==> src/rtl/uart_apb_sequencer_if.sv <==
// APB bus between the UART sequencer (master) and one APB UART slave.
//   PSEL/PENABLE/PWRITE/PADDR/PWDATA : driven by the master
//   PRDATA/PREADY/PSLVERR            : driven by the slave
// PADDR is the word address (byte address bits [11:2]).
interface uart_apb_sequencer_if;
    logic        PSEL;
    logic        PENABLE;
    logic        PWRITE;
    logic [9:0]  PADDR;
    logic [31:0] PWDATA;
    logic [31:0] PRDATA;
    logic        PREADY;
    logic        PSLVERR;

    modport master (
        output PSEL, PENABLE, PWRITE, PADDR, PWDATA,
        input  PRDATA, PREADY, PSLVERR
    );

    modport slave (
        input  PSEL, PENABLE, PWRITE, PADDR, PWDATA,
        output PRDATA, PREADY, PSLVERR
    );
endinterface

==> src/rtl/uart_apb_sequencer.sv <==
// Autonomous APB master for one UART slave. On cfg_start it writes BAUDDIV
// and CTRL, then loops forever: read STATUS, perform at most one service
// action (clear overrun, drain one RX byte, or push one TX byte), idle for
// POLL_GAP cycles, and poll again.
// Ports:
//   PCLK, PRESETn     clock, synchronous active-low reset
//   apb               APB master side (uart_apb_sequencer_if.master)
//   cfg_start         pulse, starts configuration from IDLE only
//   tx_valid/tx_data  TX byte request, held until tx_ready
//   tx_ready          pulse, the DATA write for tx_data completed
//   rx_valid/rx_data  pulse + byte read from DATA (rx_data holds)
//   cfg_done          high once CTRL write has completed
//   ovr_err           pulse, STATUS reported TX/RX overrun
//   slv_err           sticky, some transfer completed with PSLVERR
module uart_apb_sequencer #(
    parameter logic [9:0]  BASE_WADDR = 10'h000,
    parameter logic [6:0]  CTRL_VAL   = 7'h3F,
    parameter logic [18:0] BAUD_DIV   = 19'h00010,
    parameter int unsigned POLL_GAP   = 4
) (
    input  logic                        PCLK,
    input  logic                        PRESETn,
    uart_apb_sequencer_if.master        apb,
    input  logic                        cfg_start,
    input  logic                        tx_valid,
    input  logic [7:0]                  tx_data,
    output logic                        tx_ready,
    output logic                        rx_valid,
    output logic [7:0]                  rx_data,
    output logic                        cfg_done,
    output logic                        ovr_err,
    output logic                        slv_err
);

    typedef enum logic [2:0] {
        IDLE, CFG_BAUD, CFG_CTRL, POLL, RD_DATA, WR_DATA, CLR_OVR, GAP
    } state_t;

    localparam int GAP_W = $clog2(POLL_GAP + 2);
    localparam logic [GAP_W-1:0] GAP_LAST = (POLL_GAP == 0) ? '0 : GAP_W'(POLL_GAP - 1);
    // Where a finished service pass goes: straight back to POLL when no gap.
    localparam state_t REST = (POLL_GAP == 0) ? POLL : GAP;

    localparam logic [9:0] ADDR_DATA = BASE_WADDR;
    localparam logic [9:0] ADDR_STAT = BASE_WADDR + 10'd1;
    localparam logic [9:0] ADDR_CTRL = BASE_WADDR + 10'd2;
    localparam logic [9:0] ADDR_BAUD = BASE_WADDR + 10'd4;

    state_t           state, state_nxt;
    logic             access, access_nxt;   // 0 = SETUP phase, 1 = ACCESS phase
    logic [GAP_W-1:0] gap_cnt, gap_cnt_nxt;
    logic [31:0]      wdata_q;              // payload for WR_DATA / CLR_OVR
    logic             in_xfer;
    logic             xfer_done;

    assign in_xfer   = (state != IDLE) && (state != GAP);
    assign xfer_done = in_xfer && access && apb.PREADY;

    // State register
    always_ff @(posedge PCLK) begin
        if (!PRESETn) begin
            state   <= IDLE;
            access  <= 1'b0;
            gap_cnt <= '0;
        end else begin
            state   <= state_nxt;
            access  <= access_nxt;
            gap_cnt <= gap_cnt_nxt;
        end
    end

    // Next-state logic
    always_comb begin
        state_nxt   = state;
        access_nxt  = access;
        gap_cnt_nxt = '0;
        case (state)
            IDLE: begin
                if (cfg_start) state_nxt = CFG_BAUD;
            end
            GAP: begin
                if (gap_cnt == GAP_LAST) state_nxt = POLL;
                else                     gap_cnt_nxt = gap_cnt + 1'b1;
            end
            default: begin
                if (!access) begin
                    access_nxt = 1'b1;
                end else if (apb.PREADY) begin
                    access_nxt = 1'b0;
                    case (state)
                        CFG_BAUD: state_nxt = CFG_CTRL;
                        CFG_CTRL: state_nxt = POLL;
                        POLL: begin
                            // One action per pass: overrun clear beats RX beats TX.
                            if (|apb.PRDATA[3:2])                 state_nxt = CLR_OVR;
                            else if (apb.PRDATA[1])               state_nxt = RD_DATA;
                            else if (tx_valid && !apb.PRDATA[0])  state_nxt = WR_DATA;
                            else                                  state_nxt = REST;
                        end
                        default:  state_nxt = REST;
                    endcase
                end
            end
        endcase
    end

    // APB output decode; address and data are fixed for the whole transfer
    // because they depend only on the state, which holds through ACCESS.
    always_comb begin
        apb.PSEL    = in_xfer;
        apb.PENABLE = in_xfer && access;
        apb.PWRITE  = 1'b0;
        apb.PADDR   = '0;
        apb.PWDATA  = '0;
        case (state)
            CFG_BAUD: begin
                apb.PWRITE = 1'b1;
                apb.PADDR  = ADDR_BAUD;
                apb.PWDATA = {13'b0, BAUD_DIV};
            end
            CFG_CTRL: begin
                apb.PWRITE = 1'b1;
                apb.PADDR  = ADDR_CTRL;
                apb.PWDATA = {25'b0, CTRL_VAL};
            end
            POLL:    apb.PADDR = ADDR_STAT;
            RD_DATA: apb.PADDR = ADDR_DATA;
            WR_DATA: begin
                apb.PWRITE = 1'b1;
                apb.PADDR  = ADDR_DATA;
                apb.PWDATA = wdata_q;
            end
            CLR_OVR: begin
                apb.PWRITE = 1'b1;
                apb.PADDR  = ADDR_STAT;
                apb.PWDATA = wdata_q;
            end
            default: ;
        endcase
    end

    // Completion side effects: pulses, captured data, sticky flags
    always_ff @(posedge PCLK) begin
        if (!PRESETn) begin
            tx_ready <= 1'b0;
            rx_valid <= 1'b0;
            rx_data  <= '0;
            cfg_done <= 1'b0;
            ovr_err  <= 1'b0;
            slv_err  <= 1'b0;
            wdata_q  <= '0;
        end else begin
            tx_ready <= 1'b0;
            rx_valid <= 1'b0;
            ovr_err  <= 1'b0;
            if (xfer_done) begin
                if (apb.PSLVERR) slv_err <= 1'b1;
                case (state)
                    CFG_CTRL: cfg_done <= 1'b1;
                    POLL: begin
                        if (|apb.PRDATA[3:2]) begin
                            ovr_err <= 1'b1;
                            wdata_q <= {28'b0, apb.PRDATA[3:2], 2'b00};
                        end else if (!apb.PRDATA[1] && tx_valid && !apb.PRDATA[0]) begin
                            wdata_q <= {24'b0, tx_data};
                        end
                    end
                    RD_DATA: begin
                        rx_data  <= apb.PRDATA[7:0];
                        rx_valid <= 1'b1;
                    end
                    WR_DATA: tx_ready <= 1'b1;
                    default: ;
                endcase
            end
        end
    end

endmodule

==> src/flat_wrapper.sv <==
// flat-port wrapper written by rule: the top's interface ports become plain ports
module uart_apb_sequencer_flat 
#(
    parameter logic [9:0]  BASE_WADDR = 10'h000,
    parameter logic [6:0]  CTRL_VAL   = 7'h3F,
    parameter logic [18:0] BAUD_DIV   = 19'h00010,
    parameter int unsigned POLL_GAP   = 4
)
  (PCLK, PRESETn, cfg_start, tx_valid, tx_data, tx_ready, rx_valid, rx_data, cfg_done, ovr_err, slv_err, apb_PSEL, apb_PENABLE, apb_PWRITE, apb_PADDR, apb_PWDATA, apb_PRDATA, apb_PREADY, apb_PSLVERR);
  uart_apb_sequencer_if apb_i ();
  input  logic PCLK;
  input  logic PRESETn;
  input  logic cfg_start;
  input  logic tx_valid;
  input  logic [7:0] tx_data;
  output logic tx_ready;
  output logic rx_valid;
  output logic [7:0] rx_data;
  output logic cfg_done;
  output logic ovr_err;
  output logic slv_err;
  output wire logic [$bits(apb_i.PSEL)-1:0] apb_PSEL;
  output wire logic [$bits(apb_i.PENABLE)-1:0] apb_PENABLE;
  output wire logic [$bits(apb_i.PWRITE)-1:0] apb_PWRITE;
  output wire logic [$bits(apb_i.PADDR)-1:0] apb_PADDR;
  output wire logic [$bits(apb_i.PWDATA)-1:0] apb_PWDATA;
  input wire logic [$bits(apb_i.PRDATA)-1:0] apb_PRDATA;
  input wire logic [$bits(apb_i.PREADY)-1:0] apb_PREADY;
  input wire logic [$bits(apb_i.PSLVERR)-1:0] apb_PSLVERR;
  assign apb_PSEL = apb_i.PSEL;
  assign apb_PENABLE = apb_i.PENABLE;
  assign apb_PWRITE = apb_i.PWRITE;
  assign apb_PADDR = apb_i.PADDR;
  assign apb_PWDATA = apb_i.PWDATA;
  assign apb_i.PRDATA = apb_PRDATA;
  assign apb_i.PREADY = apb_PREADY;
  assign apb_i.PSLVERR = apb_PSLVERR;
  uart_apb_sequencer #(.BASE_WADDR(BASE_WADDR), .CTRL_VAL(CTRL_VAL), .BAUD_DIV(BAUD_DIV), .POLL_GAP(POLL_GAP)) u_core (.PCLK(PCLK), .PRESETn(PRESETn), .apb(apb_i), .cfg_start(cfg_start), .tx_valid(tx_valid), .tx_data(tx_data), .tx_ready(tx_ready), .rx_valid(rx_valid), .rx_data(rx_data), .cfg_done(cfg_done), .ovr_err(ovr_err), .slv_err(slv_err));
endmodule
==> config.mk <==
export PLATFORM = sky130hd
export DESIGN_NAME = uart_apb_sequencer_flat
export DESIGN_NICKNAME = d
export VERILOG_FILES = /design/src/rtl/uart_apb_sequencer_if.sv /design/src/rtl/uart_apb_sequencer.sv /design/src/flat_wrapper.sv
export SDC_FILE = /design/constraint.sdc
export NUM_CORES = 1
export LEC_CHECK = 0
export ABC_AREA = 0
export BUFFER_PORTS_ARGS = -buffer_cell sky130_fd_sc_hd__buf_4
export CAP_MARGIN = 20
export CORE_AREA = 2 2 76 92
export CTS_CLUSTER_DIAMETER = 40
export DETAILED_ROUTE_END_ITERATION = 12
export DIE_AREA = 0 0 78 94
export GPL_TIMING_DRIVEN = 0
export PLACE_DENSITY = 0.63
export RECOVER_POWER = 100
export REMOVE_ABC_BUFFERS = 1
export SETUP_SLACK_MARGIN = 0.05
export SYNTH_ARGS = -nofsm -noshare
export SYNTH_HDL_FRONTEND = slang
export SYNTH_SLANG_ARGS = --single-unit
==> constraint.sdc <==
create_clock -name PCLK -period 1.5 [get_ports PCLK]
set_input_delay 0.3 -clock PCLK [delete_from_list [all_inputs] [get_ports PCLK]]
set_output_delay 0.3 -clock PCLK [all_outputs]
set_load 0.05 [all_outputs]
==> flow_metrics.py, run 1 <==
metrics = {
    "power_and_ir_drop": {
        "power.switching_uw": 879,
        "seqPwrFrac_pct": 34.9,
        "p_leak_nw": 1.07,
        "p_int_mw": 1.45,
        "peakVddDrop_mv": 0.510,
        "comb_power_share_pct": 39.1,
        "powerDensity_nw_per_um2": 973,
        "clock_power_share_pct": 26.0,
        "finalPower_mw": 2.33,
        "switching_share_pct": 37.8,
    },
    "drt": {
        "via_per_inst": 4.33,
        "postRouteAntennaNets": 0,
        "totalWireLength_um": 4160,
        "routedWlPerCell_um": 12.7,
        "drtPass1Iterations": 4,
        "drc": 0,
        "drt_iter0_drc": 30,
        "vias": 1419,
    },
    "clocking": {
        "clockRootBuffer": "clkbuf_8",
        "cts_sinks": 28,
        "clk_pin_slew_ns": 0.10,
        "cts_buffer_depth": 2,
        "htreeDepth": 1,
        "hold_buffers": 0,
        "cts_buffers": 3,
        "cts_tree": "done",
        "clock_latency_ns": 0.28,
    },
    "sta": {
        "setup_violations": 30,
        "hold_viol_final": 0,
        "rsz0062_at_grt": "yes",
        "period_share_pct": 116,
        "fin_ws_ns": -0.243,
        "fin_skew_ns": 0.00448,
        "relSlewSlack_pct": 42.9,
        "tightest_slew_ns": 0.856,
        "timing.fmax_mhz": 574,
        "period_minus_slack_ns": 1.74,
        "maxSlewViolCount": 0,
    },
    "floorplan": {
        "coreArea_um2": 6410,
        "rows": 32,
        "initial_utilization_pct": 24.5,
        "die_area_um2": 7330,
        "chipHeight_um": 94,
        "ioPinCount": 104,
        "die_w_um": 78,
    },
    "global_routing": {
        "grt_antenna_before_repair": 0,
        "grt_pass1_wl_um": 6150,
        "grt-ovfl-total": 0,
        "grtUsageTotal_pct": 10.8,
        "grt_start_max_net_pins": 22,
        "grt_pass1_vias": 1279,
    },
    "worst_setup_path": {
        "reg2regPathDepth": 5,
        "start_kind": "flip-flop",
        "worstPathRequired_ns": 1.20,
        "cp_data_arrival_time_ns": 1.44,
        "criticalPathCategory": "flip-flop to primary output",
        "crit_path_end_kind": "primary output",
        "cp_max_fo": 6,
    },
    "hold_path": {
        "holdPathStages": 3,
        "worstHoldPathType": "primary input to flip-flop",
    },
    "final_layout": {
        "layout-drive-gt1-share_pct": 46.5,
        "final_nets": 292,
        "finalNonFillerCells": 328,
        "syn_to_final_growth_pct": 52.6,
        "diodes": 0,
        "utilization_pct": 37.4,
    },
    "synth": {
        "synth_common_cells": "31 x buf_4, 28 x dfxtp_1, 18 x nor2_1",
        "synth.most_common_cell": "buf_4",
        "synth_warnings": 0,
        "synth.avg_cell_area_um2": 8.81,
        "synth_ff_type": "dfxtp_1",
        "netlist_area_um2": 1570,
        "ys_types": 40,
        "synth.largest_area_cell": "dfxtp_1",
        "synth_area_leaders": "dfxtp_1 36%, buf_4 15%, mux2i_1 5.1%",
        "async_flop_share_pct": 0,
        "synth-edff-count": 0,
        "synth_seq_cells": 28,
        "synth_top_area_share_pct": 35.7,
        "yosysSeqAreaShare_pct": 35.7,
        "synth_cells": 178,
    },
    "place": {
        "port_buffers": 48,
        "dp_hpwl_um": 2530,
        "place_congestion": 0.778,
        "placed_cells": 300,
    },
    "flow_run": {
        "maxCapViolCount": 0,
    },
    "status": {
        "violations": "setup timing",
        "outcome": "finished with violations",
    },
}
==> through the flow <==
step                      setup TNS, ns  cell area [µm²]  setup WS, ns  hold slack (ns)
after floorplan                  -10.09             1390         -1.43            0.397
after global placement           -13.57             1860        -0.737            0.408
after detailed placement         -14.03             1860        -0.751            0.417
after CTS                         -2.83             2300        -0.230            0.237
after global routing              -5.35             2390        -0.292            0.263
final                             -3.54             2390        -0.243            0.246
==> sequential cells by signal, indices dropped and copies added (netlist names) <==
register         count
u_core.rx_data       8
u_core.wdata_q       8
u_core.gap_cnt       3
u_core.state         3
u_core.access        1
u_core.cfg_done      1
u_core.ovr_err       1
u_core.rx_valid      1
u_core.slv_err       1
u_core.tx_ready      1
==> layer usage <==
layer | part of all wire (%) | GRT usage (%) | wire length, µm
met1 | 44 | 13.9 | 1820
met2 | 49 | 17.5 | 2060
met5 | 0 | 0 | 0
met4 | 1.7 | 4.97 | 72
met3 | 4.9 | 1.73 | 203
==> final cells by class <==
type	count	area (µm²)
Fill cell	680	4010
Multi-Input combinational cell	133	1000
Timing Repair Buffer	72	616
Sequential cell	28	576
Tap cell	85	106
Clock buffer	3	41.3
Clock inverter	1	30.0
Inverter	6	25.0
==> critical path, cell delays in order (launching register included) <==
cell,delay (ns)
dfxtp_4,0.42
inv_4,0.05
nor3b_4,0.30
a22o_1,0.23
buf_6,0.16
==> power by group through the flow <==
stage	sequential [mW]	combinational, mW	clock, mW
2_1_floorplan	0.815	0.491	0
3_3_place_gp	0.822	0.662	0
3_5_place_dp	0.822	0.663	0
4_1_cts	0.804	0.876	0.628
5_1_grt	0.816	0.955	0.653
6_report	0.812	0.910	0.606
==> kinds of logic (layout without fill, tap and decap cells) <==
kind of cell	count (synthesis)	in the layout	synth area share, %
AND/OR/NAND/NOR	62	62	22.1
buffers and inverters	47	82	19.9
AO/OA/AOI/OAI	28	28	14.3
flip-flops	28	28	35.7
multiplexers	8	8	5.10
adder cells (fa/ha/maj)	2	2	1.59
XOR/XNOR	2	2	1.12
other	1	31	0.239
==> repair_timing <==
item	in CTS	in global routing
setup buffers	21	2
gates cloned	0	1
pin swaps	12	16
endpoints found under the setup margin	36	32
resized for setup	50	24
endpoints found under the hold margin	0	0
==> layout by cell type, fill, tap and decap left out, types with 2 or more instances in the layout <==
cell type,Yosys,final
a21oi_1,9,4
a21oi_2,0,5
a22o_1,6,6
a41oi_1,2,2
and3_1,4,3
buf_12,0,2
buf_4,31,33
buf_6,2,18
buf_8,0,3
clkbuf_1,5,2
clkbuf_2,0,13
clkbuf_8,0,3
conb_1,1,31
dfxtp_1,28,24
dfxtp_4,0,4
ha_1,2,2
inv_1,6,5
mux2i_1,8,8
nand2b_1,12,8
nand2b_4,0,4
nand3_1,8,3
nand3_2,0,5
nor2_1,18,15
nor2_4,0,2
nor2b_4,0,2
nor3_4,0,2
nor4b_1,3,3
==> worst paths after layout <==
path | from | to | slack, ns
setup / recovery | u_core.state[0] | apb_PWDATA[3] | -0.24
hold / removal | apb_PRDATA[4] | u_core.rx_data[4] | 0.25
setup reg to reg | u_core.state[2] | u_core.state[1] | -0.13
hold reg to reg | u_core.gap_cnt[0] | u_core.gap_cnt[0] | 0.43
No activity file was read; power rests on OpenSTA's default activity.
==> inputs of run 2 (changes only) <==
TNS_END_PERCENT = 10   (was default)
==> flow_metrics.py, run 2 (synthesis results as in run 1) <==
metrics = {
    "status": {
        "outcome": "finished with violations",
        "violations": "setup timing",
    },
    "floorplan": {
        "die_area_um2": 7330,
        "ioPinCount": 104,
        "coreArea_um2": 6410,
        "rows": 32,
        "chipHeight_um": 94,
        "initial_utilization_pct": 24.5,
        "die_w_um": 78,
    },
    "clocking": {
        "cts_buffers": 3,
        "clock_latency_ns": 0.28,
        "cts_sinks": 28,
        "clockRootBuffer": "clkbuf_8",
        "hold_buffers": 0,
        "htreeDepth": 1,
        "clk_pin_slew_ns": 0.10,
        "cts_tree": "done",
        "cts_buffer_depth": 2,
    },
    "sta": {
        "fin_skew_ns": 0.00688,
        "timing.fmax_mhz": 579,
        "fin_setup_tns_ns": -3.66,
        "relSlewSlack_pct": 44.4,
        "hold_viol_final": 0,
        "setup_violations": 32,
        "maxSlewViolCount": 0,
        "period_minus_slack_ns": 1.73,
        "period_share_pct": 115,
        "tightest_slew_ns": 0.833,
        "rsz0062_at_grt": "yes",
        "fin_ws_ns": -0.227,
    },
    "power_and_ir_drop": {
        "powerDensity_nw_per_um2": 1020,
        "p_leak_nw": 1.03,
        "peakVddDrop_mv": 0.537,
    },
    "global_routing": {
        "grt_pass1_vias": 1203,
        "grtUsageTotal_pct": 10.2,
        "grt_start_max_net_pins": 22,
        "grt-ovfl-total": 0,
        "grt_pass1_wl_um": 5820,
        "grt_antenna_before_repair": 0,
    },
    "final_layout": {
        "finalNonFillerCells": 320,
        "reg_top3": "u_core.rx_data x8, u_core.wdata_q x8",
        "final_nets": 284,
        "layout-drive-gt1-share_pct": 39.1,
        "final_cell_mix": "46 x buf_4, 31 x conb_1, 24 x dfxtp_1",
        "diodes": 0,
        "finish.instance_area_um2": 2250,
        "syn_to_final_growth_pct": 43.7,
        "utilization_pct": 35.2,
        "final_common_cell": "buf_4",
    },
    "place": {
        "dp_hpwl_um": 2530,
        "place_congestion": 0.778,
        "port_buffers": 48,
        "placed_area_um2": 1860,
        "post-place-ws_ns": -0.751,
        "placed_cells": 300,
    },
    "worst_setup_path": {
        "worstPathRequired_ns": 1.20,
        "cp_max_fo": 6,
        "reg2regPathDepth": 5,
        "cp_data_arrival_time_ns": 1.43,
        "start_kind": "flip-flop",
        "r2r_setup_slack_ns": -0.15,
        "criticalPathCategory": "flip-flop to primary output",
        "crit_path_end_kind": "primary output",
    },
    "drt": {
        "drc": 0,
        "vias": 1351,
        "drtPass1Iterations": 4,
        "totalWireLength_um": 3850,
        "routedWlPerCell_um": 12.0,
        "postRouteAntennaNets": 0,
        "via_per_inst": 4.22,
        "drt_iter0_drc": 39,
    },
    "flow_run": {
        "maxCapViolCount": 0,
    },
    "hold_path": {
        "holdPathStages": 3,
        "worstHoldPathType": "primary input to flip-flop",
    },
}
## run 2: cell count changes in the layout (fill, tap and decap cells not counted), moves of 2 or more
cell	change
buf_4	+13
buf_6	-4
clkbuf_1	-2
clkbuf_2	-13
nand2b_1	+4
nand2b_4	-4
nand3_1	+5
nand3_2	-5
nor2_1	+2
## run 2: path summary, 6_finish.rpt
check                         start           endpoint
hold / removal        apb_PRDATA[7]  u_core.rx_data[7]
hold reg to reg   u_core.gap_cnt[0]  u_core.gap_cnt[0]
setup / recovery    u_core.state[0]        apb_PENABLE
setup reg to reg    u_core.state[2]    u_core.state[0]
## run 2: worst max-delay path, stage by stage (launching register included)
cell	delay [ns]
dfxtp_4	0.39
buf_4	0.15
and3_4	0.15
nor2_4	0.15
and2_4	0.17
buf_8	0.13
## run 2: where the power goes
part	switching [mW]	leakage [nW]	internal, mW
Combinational	0.564	0.763	0.314
Clock	0.245	0.0357	0.358
Sequential	0.0480	0.229	0.764
## run 2: per-layer routing
layer / wire length [µm] / global-route usage, % / vias to the layer above
li1: - / - / 667
met1: 1750 / 13.3 / 630
met2: 1850 / 16.4 / 50
met3: 196 / 2.02 / 4
met4: 59 / 4.39 / 0
met5: 0 / 0 / -
## run 2: what timing repair did
action                                  in CTS  in global routing
pin swaps                                   12                  4
buffers inserted                            14                  2
gates resized for setup                     41                 11
endpoints found under the setup margin      36                 32
## run 2: final cells by class
type	count	area (µm²)
multi-input cells	133	908
well taps	85	106
fillers	672	4150
clock inverters	1	30.0
flip-flops and latches	28	576
repair buffers	64	568
inverters	6	25.0
clock buffers	3	41.3
## run 2: stage by stage
step	hold WS, ns	power [mW]
finish	0.248	2.29
global route	0.259	2.39
CTS	0.237	2.25
detailed placement	0.417	1.49
global placement	0.408	1.48
floorplan	0.397	1.31
